## config.mk

```make
export PLATFORM = sky130hd
export DESIGN_NAME = apb_fsm_controller_flat
export DESIGN_NICKNAME = d
export VERILOG_FILES = /design/src/rtl/apb_fsm_controller_pkg.sv /design/src/rtl/apb_fsm_controller_if.sv /design/src/rtl/apb_fsm_controller.sv /design/src/flat_wrapper.sv
export SDC_FILE = /design/constraint.sdc
export NUM_CORES = 1
export LEC_CHECK = 0
export CAP_MARGIN = 10
export CORE_AREA = 2 2 119 121
export DETAILED_ROUTE_END_ITERATION = 6
export DIE_AREA = 0 0 121 123
export PLACE_DENSITY = 0.88
export SLEW_MARGIN = 20
export SYNTH_ARGS = -nofsm -noshare
export SYNTH_HDL_FRONTEND = slang
export SYNTH_SLANG_ARGS = --single-unit
```

## constraint.sdc

```tcl
create_clock -name clock -period 3.2 [get_ports clock]
set_input_delay 0.48 -clock clock [delete_from_list [all_inputs] [get_ports clock]]
set_output_delay 0.48 -clock clock [all_outputs]
set_load 0.02 [all_outputs]
```

## src/rtl/apb_fsm_controller_pkg.sv

```systemverilog
// Shared definitions for the APB-side control stage of the AHB-APB bridge.
// Holds the bus widths, the AHB response code and the FSM state encoding.
// No ports.
package apb_fsm_controller_pkg;

    // Widths mirror the legacy definitions.v macros (WIDTH, SLAVES).
    localparam int WIDTH  = 32;
    localparam int SLAVES = 3;

    localparam logic [1:0] HRESP_OKAY = 2'b00;

    // State encoding kept as plain constants so the legacy bridge code can
    // reuse the same values.
    typedef logic [2:0] apb_state_t;

    localparam apb_state_t ST_IDLE     = 3'd0;
    localparam apb_state_t ST_WWAIT    = 3'd1;
    localparam apb_state_t ST_READ     = 3'd2;
    localparam apb_state_t ST_WRITE    = 3'd3;
    localparam apb_state_t ST_WRITEP   = 3'd4;
    localparam apb_state_t ST_RENABLE  = 3'd5;
    localparam apb_state_t ST_WENABLE  = 3'd6;
    localparam apb_state_t ST_WENABLEP = 3'd7;

    // States from which a fresh AHB beat may start a new APB access.
    function automatic logic accepts_new(input apb_state_t s);
        return (s == ST_IDLE) || (s == ST_RENABLE) || (s == ST_WENABLE);
    endfunction

endpackage

```

## src/rtl/apb_fsm_controller_if.sv

```systemverilog
// Bus bundle between the AHB slave interface / APB fabric and the APB
// control FSM.
//   AHB side : valid, Haddr/Haddr1/Haddr2, Hwdata/Hwdata1, Hwrite, Hwritereg,
//              tempselx in; Hreadyout, Hrdata, Hresp out.
//   APB side : Prdata in; Pwrite, Penable, Pselx, Paddr, Pwdata out.
// Modport slave is the controller's view; master is the driving side.
interface apb_fsm_controller_if #(
    parameter int WIDTH  = apb_fsm_controller_pkg::WIDTH,
    parameter int SLAVES = apb_fsm_controller_pkg::SLAVES
);
    logic              valid;
    logic [WIDTH-1:0]  Haddr;
    logic [WIDTH-1:0]  Haddr1;
    logic [WIDTH-1:0]  Haddr2;
    logic [WIDTH-1:0]  Hwdata;
    logic [WIDTH-1:0]  Hwdata1;
    logic              Hwrite;
    logic              Hwritereg;
    logic [SLAVES-1:0] tempselx;
    logic [WIDTH-1:0]  Prdata;

    logic              Pwrite;
    logic              Penable;
    logic [SLAVES-1:0] Pselx;
    logic [WIDTH-1:0]  Paddr;
    logic [WIDTH-1:0]  Pwdata;
    logic              Hreadyout;
    logic [WIDTH-1:0]  Hrdata;
    logic [1:0]        Hresp;

    modport slave (
        input  valid, Haddr, Haddr1, Haddr2, Hwdata, Hwdata1,
               Hwrite, Hwritereg, tempselx, Prdata,
        output Pwrite, Penable, Pselx, Paddr, Pwdata, Hreadyout, Hrdata, Hresp
    );

    modport master (
        output valid, Haddr, Haddr1, Haddr2, Hwdata, Hwdata1,
               Hwrite, Hwritereg, tempselx, Prdata,
        input  Pwrite, Penable, Pselx, Paddr, Pwdata, Hreadyout, Hrdata, Hresp
    );
endinterface

```

## src/rtl/apb_fsm_controller.sv

```systemverilog
// APB-side control stage of the AHB-APB bridge. Turns single and
// back-to-back AHB beats into APB SETUP/ENABLE phases and stalls the AHB
// master through Hreadyout while an access is in flight.
// Ports:
//   clock  - bridge clock, all state changes on posedge
//   Hreset - synchronous active-high reset
//   bus    - apb_fsm_controller_if.slave (AHB pipeline in, APB out)
// All APB outputs and Hreadyout are registered and loaded on the edge that
// enters the corresponding state; Hrdata/Hresp are combinational.
module apb_fsm_controller
    import apb_fsm_controller_pkg::*;
#(
    parameter int WIDTH  = apb_fsm_controller_pkg::WIDTH,
    parameter int SLAVES = apb_fsm_controller_pkg::SLAVES
) (
    input  logic                 clock,
    input  logic                 Hreset,
    apb_fsm_controller_if.slave  bus
);

    apb_state_t        state_q,   state_d;
    logic              pwrite_q,  pwrite_d;
    logic              penable_q, penable_d;
    logic [SLAVES-1:0] pselx_q,   pselx_d;
    logic [WIDTH-1:0]  paddr_q,   paddr_d;
    logic [WIDTH-1:0]  pwdata_q,  pwdata_d;
    logic              hready_q,  hready_d;

    always_comb begin
        state_d   = state_q;
        pwrite_d  = pwrite_q;
        penable_d = penable_q;
        pselx_d   = pselx_q;
        paddr_d   = paddr_q;
        pwdata_d  = pwdata_q;
        hready_d  = hready_q;

        if (accepts_new(state_q)) begin
            if (bus.valid && !bus.Hwrite) begin
                state_d   = ST_READ;
                paddr_d   = bus.Haddr;
                pwrite_d  = 1'b0;
                pselx_d   = bus.tempselx;
                penable_d = 1'b0;
                hready_d  = 1'b0;
            end else if (bus.valid && bus.Hwrite) begin
                // Write data arrives one cycle after the address, so park
                // here with the bus idle until Hwdata is valid.
                state_d   = ST_WWAIT;
                pselx_d   = '0;
                penable_d = 1'b0;
                hready_d  = 1'b1;
            end else begin
                state_d   = ST_IDLE;
                pselx_d   = '0;
                penable_d = 1'b0;
                hready_d  = 1'b1;
            end
        end else begin
            case (state_q)
                ST_WWAIT: begin
                    // Address of the write beat is now one stage back.
                    paddr_d   = bus.Haddr1;
                    pwdata_d  = bus.Hwdata;
                    pwrite_d  = 1'b1;
                    pselx_d   = bus.tempselx;
                    penable_d = 1'b0;
                    if (bus.valid) begin
                        state_d  = ST_WRITEP;
                        hready_d = 1'b0;
                    end else begin
                        state_d  = ST_WRITE;
                        hready_d = 1'b1;
                    end
                end
                ST_READ: begin
                    state_d   = ST_RENABLE;
                    penable_d = 1'b1;
                    hready_d  = 1'b1;
                end
                ST_WRITE: begin
                    penable_d = 1'b1;
                    if (bus.valid) begin
                        state_d  = ST_WENABLEP;
                        hready_d = 1'b0;
                    end else begin
                        state_d  = ST_WENABLE;
                        hready_d = 1'b1;
                    end
                end
                ST_WRITEP: begin
                    state_d   = ST_WENABLEP;
                    penable_d = 1'b1;
                    hready_d  = 1'b0;
                end
                ST_WENABLEP: begin
                    if (!bus.Hwritereg) begin
                        state_d   = ST_READ;
                        paddr_d   = bus.Haddr;
                        pwrite_d  = 1'b0;
                        pselx_d   = bus.tempselx;
                        penable_d = 1'b0;
                        hready_d  = 1'b0;
                    end else begin
                        // Master was stalled a cycle, so the pending write
                        // beat sits two address stages / one data stage back.
                        paddr_d   = bus.Haddr2;
                        pwdata_d  = bus.Hwdata1;
                        pwrite_d  = 1'b1;
                        pselx_d   = bus.tempselx;
                        penable_d = 1'b0;
                        if (bus.valid) begin
                            state_d  = ST_WRITEP;
                            hready_d = 1'b0;
                        end else begin
                            state_d  = ST_WRITE;
                            hready_d = 1'b1;
                        end
                    end
                end
                default: begin
                    state_d   = ST_IDLE;
                    pselx_d   = '0;
                    penable_d = 1'b0;
                    hready_d  = 1'b1;
                end
            endcase
        end
    end

    always_ff @(posedge clock) begin
        if (Hreset) begin
            state_q   <= ST_IDLE;
            pwrite_q  <= 1'b0;
            penable_q <= 1'b0;
            pselx_q   <= '0;
            paddr_q   <= '0;
            pwdata_q  <= '0;
            hready_q  <= 1'b1;
        end else begin
            state_q   <= state_d;
            pwrite_q  <= pwrite_d;
            penable_q <= penable_d;
            pselx_q   <= pselx_d;
            paddr_q   <= paddr_d;
            pwdata_q  <= pwdata_d;
            hready_q  <= hready_d;
        end
    end

    assign bus.Pwrite    = pwrite_q;
    assign bus.Penable   = penable_q;
    assign bus.Pselx     = pselx_q;
    assign bus.Paddr     = paddr_q;
    assign bus.Pwdata    = pwdata_q;
    assign bus.Hreadyout = hready_q;
    assign bus.Hrdata    = bus.Prdata;
    assign bus.Hresp     = HRESP_OKAY;

endmodule

```

## src/flat_wrapper.sv

```systemverilog
// flat-port wrapper written by rule: the top's interface ports become plain ports
module apb_fsm_controller_flat import apb_fsm_controller_pkg::*;
#(
    parameter int WIDTH  = apb_fsm_controller_pkg::WIDTH,
    parameter int SLAVES = apb_fsm_controller_pkg::SLAVES
)
  (clock, Hreset, bus_valid, bus_Haddr, bus_Haddr1, bus_Haddr2, bus_Hwdata, bus_Hwdata1, bus_Hwrite, bus_Hwritereg, bus_tempselx, bus_Prdata, bus_Pwrite, bus_Penable, bus_Pselx, bus_Paddr, bus_Pwdata, bus_Hreadyout, bus_Hrdata, bus_Hresp);
  apb_fsm_controller_if #(.WIDTH(WIDTH), .SLAVES(SLAVES)) bus_i ();
  input  logic clock;
  input  logic Hreset;
  input wire logic [$bits(bus_i.valid)-1:0] bus_valid;
  input wire logic [$bits(bus_i.Haddr)-1:0] bus_Haddr;
  input wire logic [$bits(bus_i.Haddr1)-1:0] bus_Haddr1;
  input wire logic [$bits(bus_i.Haddr2)-1:0] bus_Haddr2;
  input wire logic [$bits(bus_i.Hwdata)-1:0] bus_Hwdata;
  input wire logic [$bits(bus_i.Hwdata1)-1:0] bus_Hwdata1;
  input wire logic [$bits(bus_i.Hwrite)-1:0] bus_Hwrite;
  input wire logic [$bits(bus_i.Hwritereg)-1:0] bus_Hwritereg;
  input wire logic [$bits(bus_i.tempselx)-1:0] bus_tempselx;
  input wire logic [$bits(bus_i.Prdata)-1:0] bus_Prdata;
  output wire logic [$bits(bus_i.Pwrite)-1:0] bus_Pwrite;
  output wire logic [$bits(bus_i.Penable)-1:0] bus_Penable;
  output wire logic [$bits(bus_i.Pselx)-1:0] bus_Pselx;
  output wire logic [$bits(bus_i.Paddr)-1:0] bus_Paddr;
  output wire logic [$bits(bus_i.Pwdata)-1:0] bus_Pwdata;
  output wire logic [$bits(bus_i.Hreadyout)-1:0] bus_Hreadyout;
  output wire logic [$bits(bus_i.Hrdata)-1:0] bus_Hrdata;
  output wire logic [$bits(bus_i.Hresp)-1:0] bus_Hresp;
  assign bus_i.valid = bus_valid;
  assign bus_i.Haddr = bus_Haddr;
  assign bus_i.Haddr1 = bus_Haddr1;
  assign bus_i.Haddr2 = bus_Haddr2;
  assign bus_i.Hwdata = bus_Hwdata;
  assign bus_i.Hwdata1 = bus_Hwdata1;
  assign bus_i.Hwrite = bus_Hwrite;
  assign bus_i.Hwritereg = bus_Hwritereg;
  assign bus_i.tempselx = bus_tempselx;
  assign bus_i.Prdata = bus_Prdata;
  assign bus_Pwrite = bus_i.Pwrite;
  assign bus_Penable = bus_i.Penable;
  assign bus_Pselx = bus_i.Pselx;
  assign bus_Paddr = bus_i.Paddr;
  assign bus_Pwdata = bus_i.Pwdata;
  assign bus_Hreadyout = bus_i.Hreadyout;
  assign bus_Hrdata = bus_i.Hrdata;
  assign bus_Hresp = bus_i.Hresp;
  apb_fsm_controller #(.WIDTH(WIDTH), .SLAVES(SLAVES)) u_core (.clock(clock), .Hreset(Hreset), .bus(bus_i));
endmodule
```

After elaboration in Yosys (flattened, before gate mapping)
Cells that the tools add are included.
- flip-flop bits (word level): 73
- input port bits: 200
- logic and storage cells: 58
- eq/ne operators: 10
- mux-type cells: 26
- bitwise logic cells: 1
- reduce and logical (&&, ||, !) cells: 14
- operators with widths (cell ; number):
    $mux W32 ; 4
    $pmux W32 S2 ; 2
    $mux W3 ; 6
    $pmux W3 S5 ; 1
    $eq A3 B3 Y1 const B ; 4
    $mux W1 ; 10
    $eq A3 B2 Y1 const B ; 2
    $pmux W3 S2 ; 1
    $reduce_or A2 Y1 ; 3
    $ne A2 B2 Y1 const B ; 2
    $eq A3 B1 Y1 const B ; 1
    $logic_not A3 Y1 ; 1
    $pmux W1 S3 ; 1
    $reduce_and A3 Y1 ; 1
    $reduce_bool A3 Y1 ; 1
    $reduce_or A3 Y1 ; 1
    $logic_and A1 B1 Y1 ; 2
    $logic_or A1 B1 Y1 ; 2
    $ne A2 B1 Y1 const B ; 1
    $pmux W1 S2 ; 1
    $reduce_and A2 Y1 ; 1
    $reduce_bool A2 Y1 ; 1
    $logic_not A1 Y1 ; 1
    $not A1 Y1 ; 1

Logic depth before layout (Yosys ltp)
Gate-level depths: netlist (run 1).
- depth after elaboration: 5
- depth in mapped cells: 7

Least setup slack after synthesis (run 1)
Ideal clock, no wire load.
- path type: input to register
- start: in bus_Hwrite
- end: reg u_core.paddr_q[0], in the netlist u_core.bus.Paddr[0]
- arrival: 1.495 ns
- path slack: 1.587 ns
- stages on the path: 6
- cell sequence: and2b_4 a21o_4 and3_4 buf_6 buf_6 a32o_1
- cells in the longest elaborated chain, start to end: 4
- ends and longest elaborated chain (item ; RTL line ; source):
    from (decl) ; flat_wrapper.sv:17 ; input wire logic [$bits(bus_i.Hwrite)-1:0] bus_Hwrite;
    $logic_not A1 Y1 ; apb_fsm_controller.sv:39 ; if (bus.valid && !bus.Hwrite) begin
    $logic_and A1 B1 Y1 ; apb_fsm_controller.sv:39 ;
    $ne A2 B2 Y1 (no line) ; n/a ;
    $reduce_and A2 Y1 (no line) ; n/a ;
    to (signal assigned) ; apb_fsm_controller.sv:145 ; paddr_q <= paddr_d;
    to (decl) ; apb_fsm_controller.sv:25 ; logic [WIDTH-1:0] paddr_q, paddr_d;
Every way passes these cells.
A chain may end at the register's enable or synchronous reset.

Worst setup path in the final report (run 1)
- start: reg u_core.state_q[0]
- end: reg u_core.state_q[1]
- cells in the longest elaborated chain, start to end: 4
- ends and longest elaborated chain (item ; RTL line ; source):
    from (decl) ; apb_fsm_controller.sv:21 ; apb_state_t state_q, state_d;
    from (signal assigned) ; apb_fsm_controller.sv:141 ; state_q <= state_d;
    branches (longest 3 deep; another with $pmux W3 S5) ; n/a ;
    $mux W3 (*) ; apb_fsm_controller.sv:38 ; if (accepts_new(state_q)) begin
Mark *: on every way between the ends.

==> reports/summary.txt, run 1 <==
Vias per inst -> 5.644
Register bit count reported by yosys -> 73
CP bufs+invs -> 1
Hold-fix buffers, CTS -> 0
Max-cap viol count -> 0
Mapped Area -> 4718 um2
Most used DFF post-synth -> dfxtp_1
Register area share after synthesis -> 0.3097
IO Count -> 304
Area growth from synthesis to final layout -> 49.59%
Status -> finished clean
All-Layer GR Usage -> 0.2121
First-pass GRT wire length -> 24940 um
Worst Setup End Kind -> register
Critical Setup Path Class -> register to register
Pins Over Slew Limit -> 0
Worst setup SP type -> register
Number of routed nets with antenna violations -> 0
CORE AREA -> 13610 um2
Die ar. -> 14880 um2
Final worst-path cycle share -> 0.6804
Pre-antenna DRT Iters -> 5
Die height -> 123 um
Cell count after synthesis -> 575
Met3 wire length -> 1412 um
Leakage power -> 2.517 nW
Final Skew -> 0.006730 ns
Worst Max-Slew Pin Slew -> 0.7786 ns
Setup ws final -> 1.023 ns
Max frequency -> 0.4593 GHz
DP Worst Slack -> 0.9388 ns
Clock-pin slew on the worst setup and hold paths -> 0.06 ns
Clock Sinks -> 73
# nets final -> 938
Crit Path Max Fanout -> 35
Clk_lat worst skew -> 0.34 ns
CP arrival -> 2.38 ns
Hpwl dp -> 11460 um
Slowest CP cell -> dfxtp_1
RSZ-0062 raised after global routing -> false
Vias in the first global route -> 4968
Met2 wire len -> 8145 um
DR DRC count -> 0
Port Buffers -> 237
Setup-failing EPs final -> 0
Cell Pwr Density -> 704.8 nW/um2
Number of antenna diodes -> 0
Final Hold Fails -> 0
Final min period -> 2.177 ns
EDFF count, synth -> 0
Via count -> 5209
Worst Path Required -> 3.40 ns
Std cell rows -> 43
GR Overflow Total -> 0
CTS tree -> built
Initial cell density of the core -> 0.3466
Top routing layer in use -> met4
Warnings, synthesis -> 0
Post-synth ARST share -> 0
Largest net degree at the start of global routing -> 79
Synth Area per Inst -> 8.206 um2
Initial antenna violation count -> 0
VDD IR-drop max -> 0.0003920 V
Share of cells above drive strength 1 -> 0.08210
Yosys cell types -> 45
RePlAce Congestion -> 0.8008
DRT met1 WL -> 6571 um
Cell family with most CP delay -> flip-flops
Number of setup buffers added after CTS -> 0
Clock H-tree levels -> 3
Die Span X -> 121 um
Routed WL per cell -> 17.72 um
Clock Tree Buf Depth -> 2
Clock tree root driver cell -> clkbuf_16
Post-cts resize count -> 0
Final setup TNS -> 0 ns
Max-slew headroom -> 0.4802
Min-Delay Path Class -> register to register
Total wire length -> 16360 um
Initial drt markers -> 531
Critical path's largest stage delay -> 0.68 ns
Final hold slack -> 0.4679 ns
TritonCTS Buffers -> 9
Crit path cell chain -> inv_2 > maj3_1 > a222oi_1 > nor2_1
power breakdown:
part           total, mW  internal [mW]  leakage, nW  switching [mW]
logic               2.63           1.19         1.79            1.44
clock network      0.959          0.530        0.132           0.429
registers           1.38           1.18        0.599           0.203
total               4.97           2.90         2.52            2.07
area by class of cell:
| cell class | instances | area [um2] |
|---|---|---|
| Multi-Input combinational cell | 403 | 2620 |
| Fill cell | 1261 | 6554 |
| Sequential cell | 73 | 1463 |
| Timing Repair Buffer | 247 | 2455 |
| Inverter | 4 | 15.01 |
| Tap cell | 180 | 225.2 |
| Clock buffer | 9 | 225.2 |
| Clock inverter | 7 | 55.05 |
per-stage QoR:
stage                     instance area (um2)  cells    util  power [mW]
after global placement                   6778    907  0.4979       3.971
final                                    7058    923  0.5185       4.975
after detailed placement                 6778    907  0.4979       4.019
after global routing                     7058    923  0.5185       5.292
after floorplan                          4722    576       -       3.149
after CTS                                7058    923  0.5185       5.002
synth_stat cells (2+ instances only):
| master | number | area share |
|---|---|---|
| a211oi_1 | 13 | 0.021 |
| buf_1 | 2 | 0.0016 |
| nor2b_1 | 3 | 0.0040 |
| buf_2 | 20 | 0.021 |
| buf_4 | 40 | 0.064 |
| a32oi_1 | 3 | 0.0056 |
| o22ai_1 | 65 | 0.086 |
| dfxtp_1 | 73 | 0.31 |
| a211oi_2 | 20 | 0.053 |
| clkbuf_1 | 21 | 0.017 |
| inv_1 | 2 | 0.0016 |
| nor3_1 | 65 | 0.069 |
| a21oi_1 | 4 | 0.0042 |
| nor2_1 | 70 | 0.056 |
| inv_2 | 2 | 0.0016 |
| a21oi_2 | 2 | 0.0037 |
| nand2_1 | 3 | 0.0024 |
| o21ai_0 | 62 | 0.066 |
| buf_6 | 13 | 0.031 |
| or2_1 | 2 | 0.0027 |
| nand3_1 | 2 | 0.0021 |
| mux2i_1 | 32 | 0.068 |
| o21ai_1 | 2 | 0.0021 |
| nand2b_1 | 2 | 0.0027 |
| a32o_1 | 32 | 0.068 |
state kept, by name, indices dropped and copies added (netlist names):
name	cells
u_core.bus.Paddr	32
u_core.bus.Pwdata	32
u_core.bus.Pselx	3
u_core.state_q	3
u_core.bus.Hreadyout	1
u_core.bus.Penable	1
u_core.bus.Pwrite	1
cells by family (layout without fill, tap and decap cells):
family | Yosys count | count (layout) | share of synthesized area
AO/OA/AOI/OAI | 213 | 213 | 0.3302
buffers and inverters | 100 | 267 | 0.1374
other | 1 | 2 | 0.0007948
flip-flops | 73 | 73 | 0.3097
multiplexers | 32 | 32 | 0.06789
adder cells (fa/ha/maj) | 1 | 1 | 0.002122
AND/OR/NAND/NOR | 155 | 155 | 0.1520
path summary, 6_finish.rpt:
kind	from	cells past startpoint	slack (ns)	end
setup / recovery	u_core.state_q[0]$_SDFF_PP0_	4	1.02	u_core.state_q[1]$_SDFF_PP0_
hold / removal	u_core.bus.Paddr[4]$_SDFFE_PP0P_	1	0.47	u_core.bus.Paddr[4]$_SDFFE_PP0P_
setup reg to reg	u_core.state_q[0]$_SDFF_PP0_	4	1.02	u_core.state_q[1]$_SDFF_PP0_
hold reg to reg	u_core.bus.Paddr[4]$_SDFFE_PP0P_	1	0.47	u_core.bus.Paddr[4]$_SDFFE_PP0P_
layer usage:
metal  track usage  vias to the layer above
li1              -                     2464
met1        0.2496                     2429
met2        0.3729                      294
met3       0.05766                       22
met4       0.07122                        0
met5             0                        -
worst reg2reg max path, stage by stage, from the launching register on:
cell	delay (ns)
dfxtp_1	0.68
inv_2	0.47
maj3_1	0.48
a222oi_1	0.35
nor2_1	0.07
placed cells by master (no fill, tap or decap), drive strengths merged:
cell and instances:
a22o 1, a32oi 3, clkinvlp 2, a221oi 1
o21ai 64, maj3 1, a222oi 1, a21o 1
nand2 4, a21bo 1, clkinv 4, dfxtp 73
nor2b 3, and2 1, a21boi 1, buf 11
clkdlybuf4s50 236, mux2i 32, o221ai 1, a211oi 33
inv 5, nor2 71, conb 2, or2b 1
or2 2, nand2b 2, and2b 1, and3 2
o21a 2, nor3 65, clkbuf 9, o22ai 65
a32o 32, a22oi 1, a21oi 6, nand3 3
Note: power is estimated with default switching activity, not from simulation.
==> run 2: changes to the inputs <==
--- a/config.mk
+++ b/config.mk
@@ -6,10 +6,10 @@
 export NUM_CORES = 1
 export LEC_CHECK = 0
 export CAP_MARGIN = 10
-export CORE_AREA = 2 2 119 121
+export CORE_ASPECT_RATIO = 1.75
+export CORE_UTILIZATION = 34
 export DETAILED_ROUTE_END_ITERATION = 6
-export DIE_AREA = 0 0 121 123
-export PLACE_DENSITY = 0.88
+export PLACE_DENSITY = 0.9
 export SLEW_MARGIN = 20
 export SYNTH_ARGS = -nofsm -noshare
 export SYNTH_HDL_FRONTEND = slang
==> constraint.sdc (replaced) <==
create_clock -name clock -period 1.95 [get_ports clock]
set_input_delay 0.2925 -clock clock [delete_from_list [all_inputs] [get_ports clock]]
set_output_delay 0.2925 -clock clock [all_outputs]
set_load 0.02 [all_outputs]
==> reports/summary.txt, run 2 (synthesis gave the netlist of run 1 again) <==
Largest net degree at the start of global routing -> 58 (-27%)
Std cell rows -> 56 (+30%)
Max-cap viol count -> 0 (unchanged)
Worst Max-Slew Pin Slew -> 0.7066 ns (-0.07205 ns)
CORE AREA -> 13450 um2 (-1.2%)
Power share of the clock group -> 0.197 (+0.004)
Clk_lat worst skew -> 0.34 ns (about the same)
Worst Setup End Kind -> register
Clock Tree Buf Depth -> 2 (unchanged)
Clock H-tree levels -> 3 (unchanged)
Worst setup SP type -> register
Via count -> 5288 (+1.5%)
Total power -> 8.489 mW (+71%)
Worst Reg-to-Reg Cells -> 6 (+2)
Pre-antenna DRT Iters -> 6 (+1)
Clock tree root driver cell -> clkbuf_16
Initial cell density of the core -> 0.3507 (+0.004094)
Die Span X -> 91.05 um (-25%)
CP arrival -> 1.93 ns (-0.45 ns)
CTS tree -> built
Area growth from synthesis to final layout -> 54.79%
Final worst-path cycle share -> 0.8770 (+0.1966)
Clock-pin slew on the worst setup and hold paths -> 0.06 ns (about the same)
RePlAce Congestion -> 0.9006 (+12%)
Vias in the first global route -> 5047 (+1.6%)
Setup-failing EPs final -> 0 (unchanged)
Worst Path Required -> 2.16 ns (-1.24 ns)
Hold-fix buffers, CTS -> 0 (unchanged)
RSZ-0062 raised after global routing -> false
Pins Over Slew Limit -> 0 (unchanged)
Die ar. -> 14370 um2 (-3.4%)
Final setup TNS -> 0 ns (unchanged)
Final Hold Fails -> 0 (unchanged)
Combinational Power Share -> 0.542 (+0.013)
Leakage power -> 2.650 nW (+5.3%)
Crit Path Max Fanout -> 32 (-8.6%)
Routed WL per cell -> 17.98 um (+1.4%)
TritonCTS Buffers -> 9 (unchanged)
Power share of the sequential group -> 0.261 (-0.017)
Layout fillers -> 1214 (-3.7%)
Final Skew -> 0.008646 ns (+0.001916 ns)
Hpwl dp -> 12250 um (+6.9%)
VDD IR-drop max -> 0.0006663 V (+70%)
Commonest non-fill, non-tap cell in the layout -> clkdlybuf4s50_1
Number of routed nets with antenna violations -> 0 (unchanged)
All-Layer GR Usage -> 0.2230 (+0.01089)
Initial antenna violation count -> 0 (unchanged)
Critical path's largest stage delay -> 0.46 ns (-0.22 ns)
Min-Delay Path Class -> input pin to register
First-pass GRT wire length -> 25090 um (+0.58%)
Die height -> 157.8 um (+28%)
Critical Setup Path Class -> register to register
IO Count -> 304 (unchanged)
Cell Pwr Density -> 1162 nW/um2 (+65%)
Clock Sinks -> 73 (unchanged)
GR Overflow Total -> 0 (unchanged)
DR DRC count -> 0 (unchanged)
Port Buffers -> 237 (unchanged)
Slowest CP cell -> dfxtp_2
# nets final -> 956 (+1.9%)
Number of antenna diodes -> 0 (unchanged)
Most frequent cells in the layout -> clkdlybuf4s50_1, dfxtp_1, nor2_1
Internal power -> 5.070 mW (+75%)
Hold Path Cell Cnt -> 2 (+1)
Share of cells above drive strength 1 -> 0.1051 (+0.02303)
Crit path cell chain -> buf_4 > inv_2 > buf_4 > o22ai_1 > o22ai_1 > a32o_1
Max frequency -> 0.5848 GHz (+27%)
Initial drt markers -> 237 (-55%)
Sw Share -> 0.4027 (-0.01340)
Total wire length -> 16810 um (+2.8%)
Vias per inst -> 5.656 (+0.21%)
Max-slew headroom -> 0.5283 (+0.04810)
Switching Power -> 3.419 mW (+65%)
Final min period -> 1.710 ns (-0.4672 ns)
Status -> finished clean
==> run 2: layer usage <==
layer,global-route usage,routed length (um)
met1,0.2002,5588
met5,0,0
met2,0.4448,9338
met3,0.05235,1116
met4,0.1323,767
==> run 2: timing repair <==
action | 4_1_cts | 5_1_grt
buffers inserted | 0 | 0
setup endpoints to repair | 0 | 9
resized for setup | 0 | 2
==> run 2: layout make-up <==
| class | count | area (um2) | area share |
|---|---|---|---|
| Clock buffer | 11 | 264.0 | 0.03615 |
| Clock inverter | 5 | 42.54 | 0.005825 |
| Inverter | 4 | 15.01 | 0.002056 |
| Multi-Input combinational cell | 403 | 2633 | 0.3605 |
| Sequential cell | 73 | 1466 | 0.2008 |
| Tap cell | 174 | 217.7 | 0.02981 |
| Timing Repair Buffer | 265 | 2665 | 0.3649 |
==> run 2: worst paths after layout <==
path	start	end	slack [ns]
max	u_core.state_q[0]$_SDFF_PP0_	u_core.bus.Paddr[1]$_SDFFE_PP0P_	0.24
min	Hreset	u_core.state_q[1]$_SDFF_PP0_	0.27
max reg2reg	u_core.state_q[0]$_SDFF_PP0_	u_core.bus.Paddr[1]$_SDFFE_PP0P_	0.24
min reg2reg	u_core.bus.Paddr[28]$_SDFFE_PP0P_	u_core.bus.Paddr[28]$_SDFFE_PP0P_	0.47
==> run 2: through the flow <==
stage          utilization  worst slack, ns  instance area [um2]  hold slack (ns)  cells
4_1_cts             0.5424           0.1257                 7297           0.2570    935
6_report            0.5429           0.2399                 7303           0.2723    935
2_1_floorplan            -           0.4657                 4722           0.4481    576
3_3_place_gp        0.5196          0.08038                 6990           0.4468    919
5_1_grt             0.5429           0.1335                 7303           0.2724    935
3_5_place_dp        0.5196          0.04223                 6990           0.4548    919
==> run 2: critical path, delay by kind of cell, from the launching register on <==
family / cells / cell delay [ns]
compound gates: 3 / 0.59
buf+inv: 3 / 0.52
flops: 1 / 0.46
==> run 2: power groups by stage <==
stage               Sequential (mW)  Clock (mW)  Combinational, mW
finish                         2.21        1.67               4.60
floorplan                      2.69           0               2.48
global route                   2.27        1.77               4.95
detailed placement             2.24           0               4.60
CTS                            2.21        1.72               4.61
global placement               2.22           0               4.49
==> run 3: changes to the inputs <==
--- a/config.mk
+++ b/config.mk
@@ -6,10 +6,13 @@
 export NUM_CORES = 1
 export LEC_CHECK = 0
 export CAP_MARGIN = 10
+export CELL_PAD_IN_SITES_DETAIL_PLACEMENT = 1
+export CELL_PAD_IN_SITES_GLOBAL_PLACEMENT = 2
 export CORE_ASPECT_RATIO = 1.75
-export CORE_UTILIZATION = 34
+export CORE_UTILIZATION = 19
 export DETAILED_ROUTE_END_ITERATION = 6
-export PLACE_DENSITY = 0.9
+export PLACE_DENSITY = 0.92
+export SKIP_LAST_GASP = 1
 export SLEW_MARGIN = 20
 export SYNTH_ARGS = -nofsm -noshare
 export SYNTH_HDL_FRONTEND = slang
==> constraint.sdc (replaced) <==
create_clock -name clock -period 1.72 [get_ports clock]
set_input_delay 0.258 -clock clock [delete_from_list [all_inputs] [get_ports clock]]
set_output_delay 0.258 -clock clock [all_outputs]
set_load 0.02 [all_outputs]
==> reports/summary.txt, run 3 (synthesis gave the netlist of run 1 again) <==
Status -> finished clean
Std cell rows -> 76 (+36%)
Die height -> 210.5 um (+33%)
Via count -> 5318 (+0.57%)
Most frequent cells in the layout -> clkdlybuf4s50_1, nor2_1, dfxtp_1
Commonest non-fill, non-tap cell in the layout -> clkdlybuf4s50_1
Hold Path Cell Cnt -> 3 (+1)
Worst hold start -> Hreset
Final hold slack -> 0.2876 ns (+0.01531 ns)
Internal power -> 5.661 mW (+12%)
Worst Max-Slew Pin Slew -> 0.5617 ns (-0.1448 ns)
Power share of the clock group -> 0.175 (-0.022)
Number of antenna diodes -> 0 (unchanged)
Final min period -> 1.628 ns (-0.08217 ns)
Power share of the sequential group -> 0.265 (+0.004)
Max frequency -> 0.6143 GHz (+5.0%)
Total wire length -> 20010 um (+19%)
Cell Pwr Density -> 1292 nW/um2 (+11%)
Port Buffers -> 237 (unchanged)
Final Skew -> 0.007129 ns (-0.001516 ns)
All-Layer GR Usage -> 0.1581 (-0.06495)
# nets final -> 957 (+0.10%)
CP Launch Point -> u_core.state_q[1]$_SDFF_PP0_
Sw Share -> 0.4129 (+0.01013)
Clock-pin slew on the worst setup and hold paths -> 0.06 ns (about the same)
Clock tree root driver cell -> clkbuf_16
Routed WL per cell -> 18.67 um (+3.8%)
TritonCTS Buffers -> 9 (unchanged)
Initial drt markers -> 160 (-32%)
Vias in the first global route -> 5641 (+12%)
Final worst-path cycle share -> 0.9465 (+0.06950)
Fin util -> 0.3043 (-0.2386)
Leakage power -> 2.641 nW (-0.31%)
CTS tree -> built
Initial cell density of the core -> 0.1923 (-0.1584)
Clock Tree Buf Depth -> 2 (unchanged)
Combinational Power Share -> 0.560 (+0.018)
RSZ-0062 raised after global routing -> false
Min-Delay Path Class -> input pin to register
Die ar. -> 25490 um2 (+77%)
Max-cap viol count -> 0 (unchanged)
Pre-antenna DRT Iters -> 4 (-2)
RePlAce Congestion -> 0.7352 (-18%)
Hold-fix buffers, CTS -> 0 (unchanged)
VDD IR-drop max -> 0.0004852 V (-27%)
DP Worst Slack -> -0.2742 ns (-0.3164 ns)
Initial antenna violation count -> 0 (unchanged)
Number of setup buffers added after CTS -> 0 (unchanged)
Worst Setup End Kind -> register
Worst r2r src -> u_core.state_q[1]$_SDFF_PP0_
Die Span X -> 121.1 um (+33%)
Setup-failing EPs final -> 0 (unchanged)
Vias per inst -> 4.961 (-12%)
Setup ws final -> 0.09205 ns (-0.1478 ns)
Worst Path Required -> 1.95 ns (-0.21 ns)
Clock H-tree levels -> 3 (unchanged)
Final Hold Fails -> 0 (unchanged)
DR DRC count -> 0 (unchanged)
Hpwl dp -> 14450 um (+18%)
Pins Over Slew Limit -> 0 (unchanged)
CP arrival -> 1.86 ns (-0.07 ns)
Largest net degree at the start of global routing -> 58 (unchanged)
IO Count -> 304 (unchanged)
Switching Power -> 3.981 mW (+16%)
Crit Path Max Fanout -> 36 (+13%)
Number of routed nets with antenna violations -> 0 (unchanged)
Final Non-Filler Cells -> 1072 (+15%)
CORE AREA -> 24530 um2 (+82%)
# placed instances -> 1057 (+15%)
Area growth from synthesis to final layout -> 58.21%
Worst Reg-to-Reg Cells -> 5 (-1)
Clk_lat worst skew -> 0.34 ns (about the same)
Max-slew headroom -> 0.6255 (+0.09723)
First-pass GRT wire length -> 30550 um (+22%)
Clock Sinks -> 73 (unchanged)
Critical Setup Path Class -> register to register
Worst setup SP type -> register
Total power -> 9.643 mW (+14%)
Share of cells above drive strength 1 -> 0.1000 (-0.005125)
GR Overflow Total -> 0 (unchanged)
[run 3: power by group through the flow]
| stage | combinational [mW] | sequential [mW] | clock [mW] |
|---|---|---|---|
| after floorplan | 2.81 | 3.05 | 0 |
| final | 5.40 | 2.55 | 1.69 |
| after global routing | 5.83 | 2.62 | 1.84 |
| after detailed placement | 5.41 | 2.59 | 0 |
| after global placement | 5.28 | 2.58 | 0 |
| after CTS | 5.47 | 2.57 | 1.78 |
[run 3: final cells by class]
cell class	count	area [um2]
Tap cell	312	390.4
Multi-Input combinational cell	404	2644
Inverter	4	15.01
Fill cell	2865	17070
Clock inverter	1	5.005
Clock buffer	13	240.2
Sequential cell	73	1468
Timing Repair Buffer	265	2703
[run 3: timing repair]
| item | 4_1_cts | 5_1_grt |
|---|---|---|
| pin swaps | 1 | 0 |
| resized for setup | 2 | 3 |
| gates cloned | 1 | 0 |
| setup endpoints to repair | 33 | 3 |
| endpoints found under the hold margin | 0 | 0 |
[run 3: worst max-delay path, stage by stage, from the launching register on]
cell	delay, ns
dfxtp_2	0.40
or2_2	0.38
buf_12	0.19
o21ai_0	0.16
o22ai_1	0.10
a32o_1	0.27
[run 3: per-stage QoR]
| step | cell area [um2] | TNS, ns |
|---|---|---|
| after floorplan | 4722 | 0 |
| after global placement | 7207 | -8.358 |
| after detailed placement | 7207 | -10.54 |
| after CTS | 7465 | 0 |
| after global routing | 7465 | 0 |
| final | 7465 | 0 |
[run 3: final timing paths]
path,endpoint,slack (ns)
worst max-delay path,u_core.bus.Paddr[17]$_SDFFE_PP0P_,0.09
worst min-delay path,u_core.bus.Pwrite$_SDFFE_PP0P_,0.29
worst max register to register,u_core.bus.Paddr[17]$_SDFFE_PP0P_,0.09
worst min register to register,u_core.bus.Paddr[1]$_SDFFE_PP0P_,0.46
[run 3: layer usage]
layer	GRT usage	part of all wire
met5	0	0
met4	0.08897	0.038
met3	0.02814	0.052
met2	0.3092	0.56
met1	0.1505	0.35
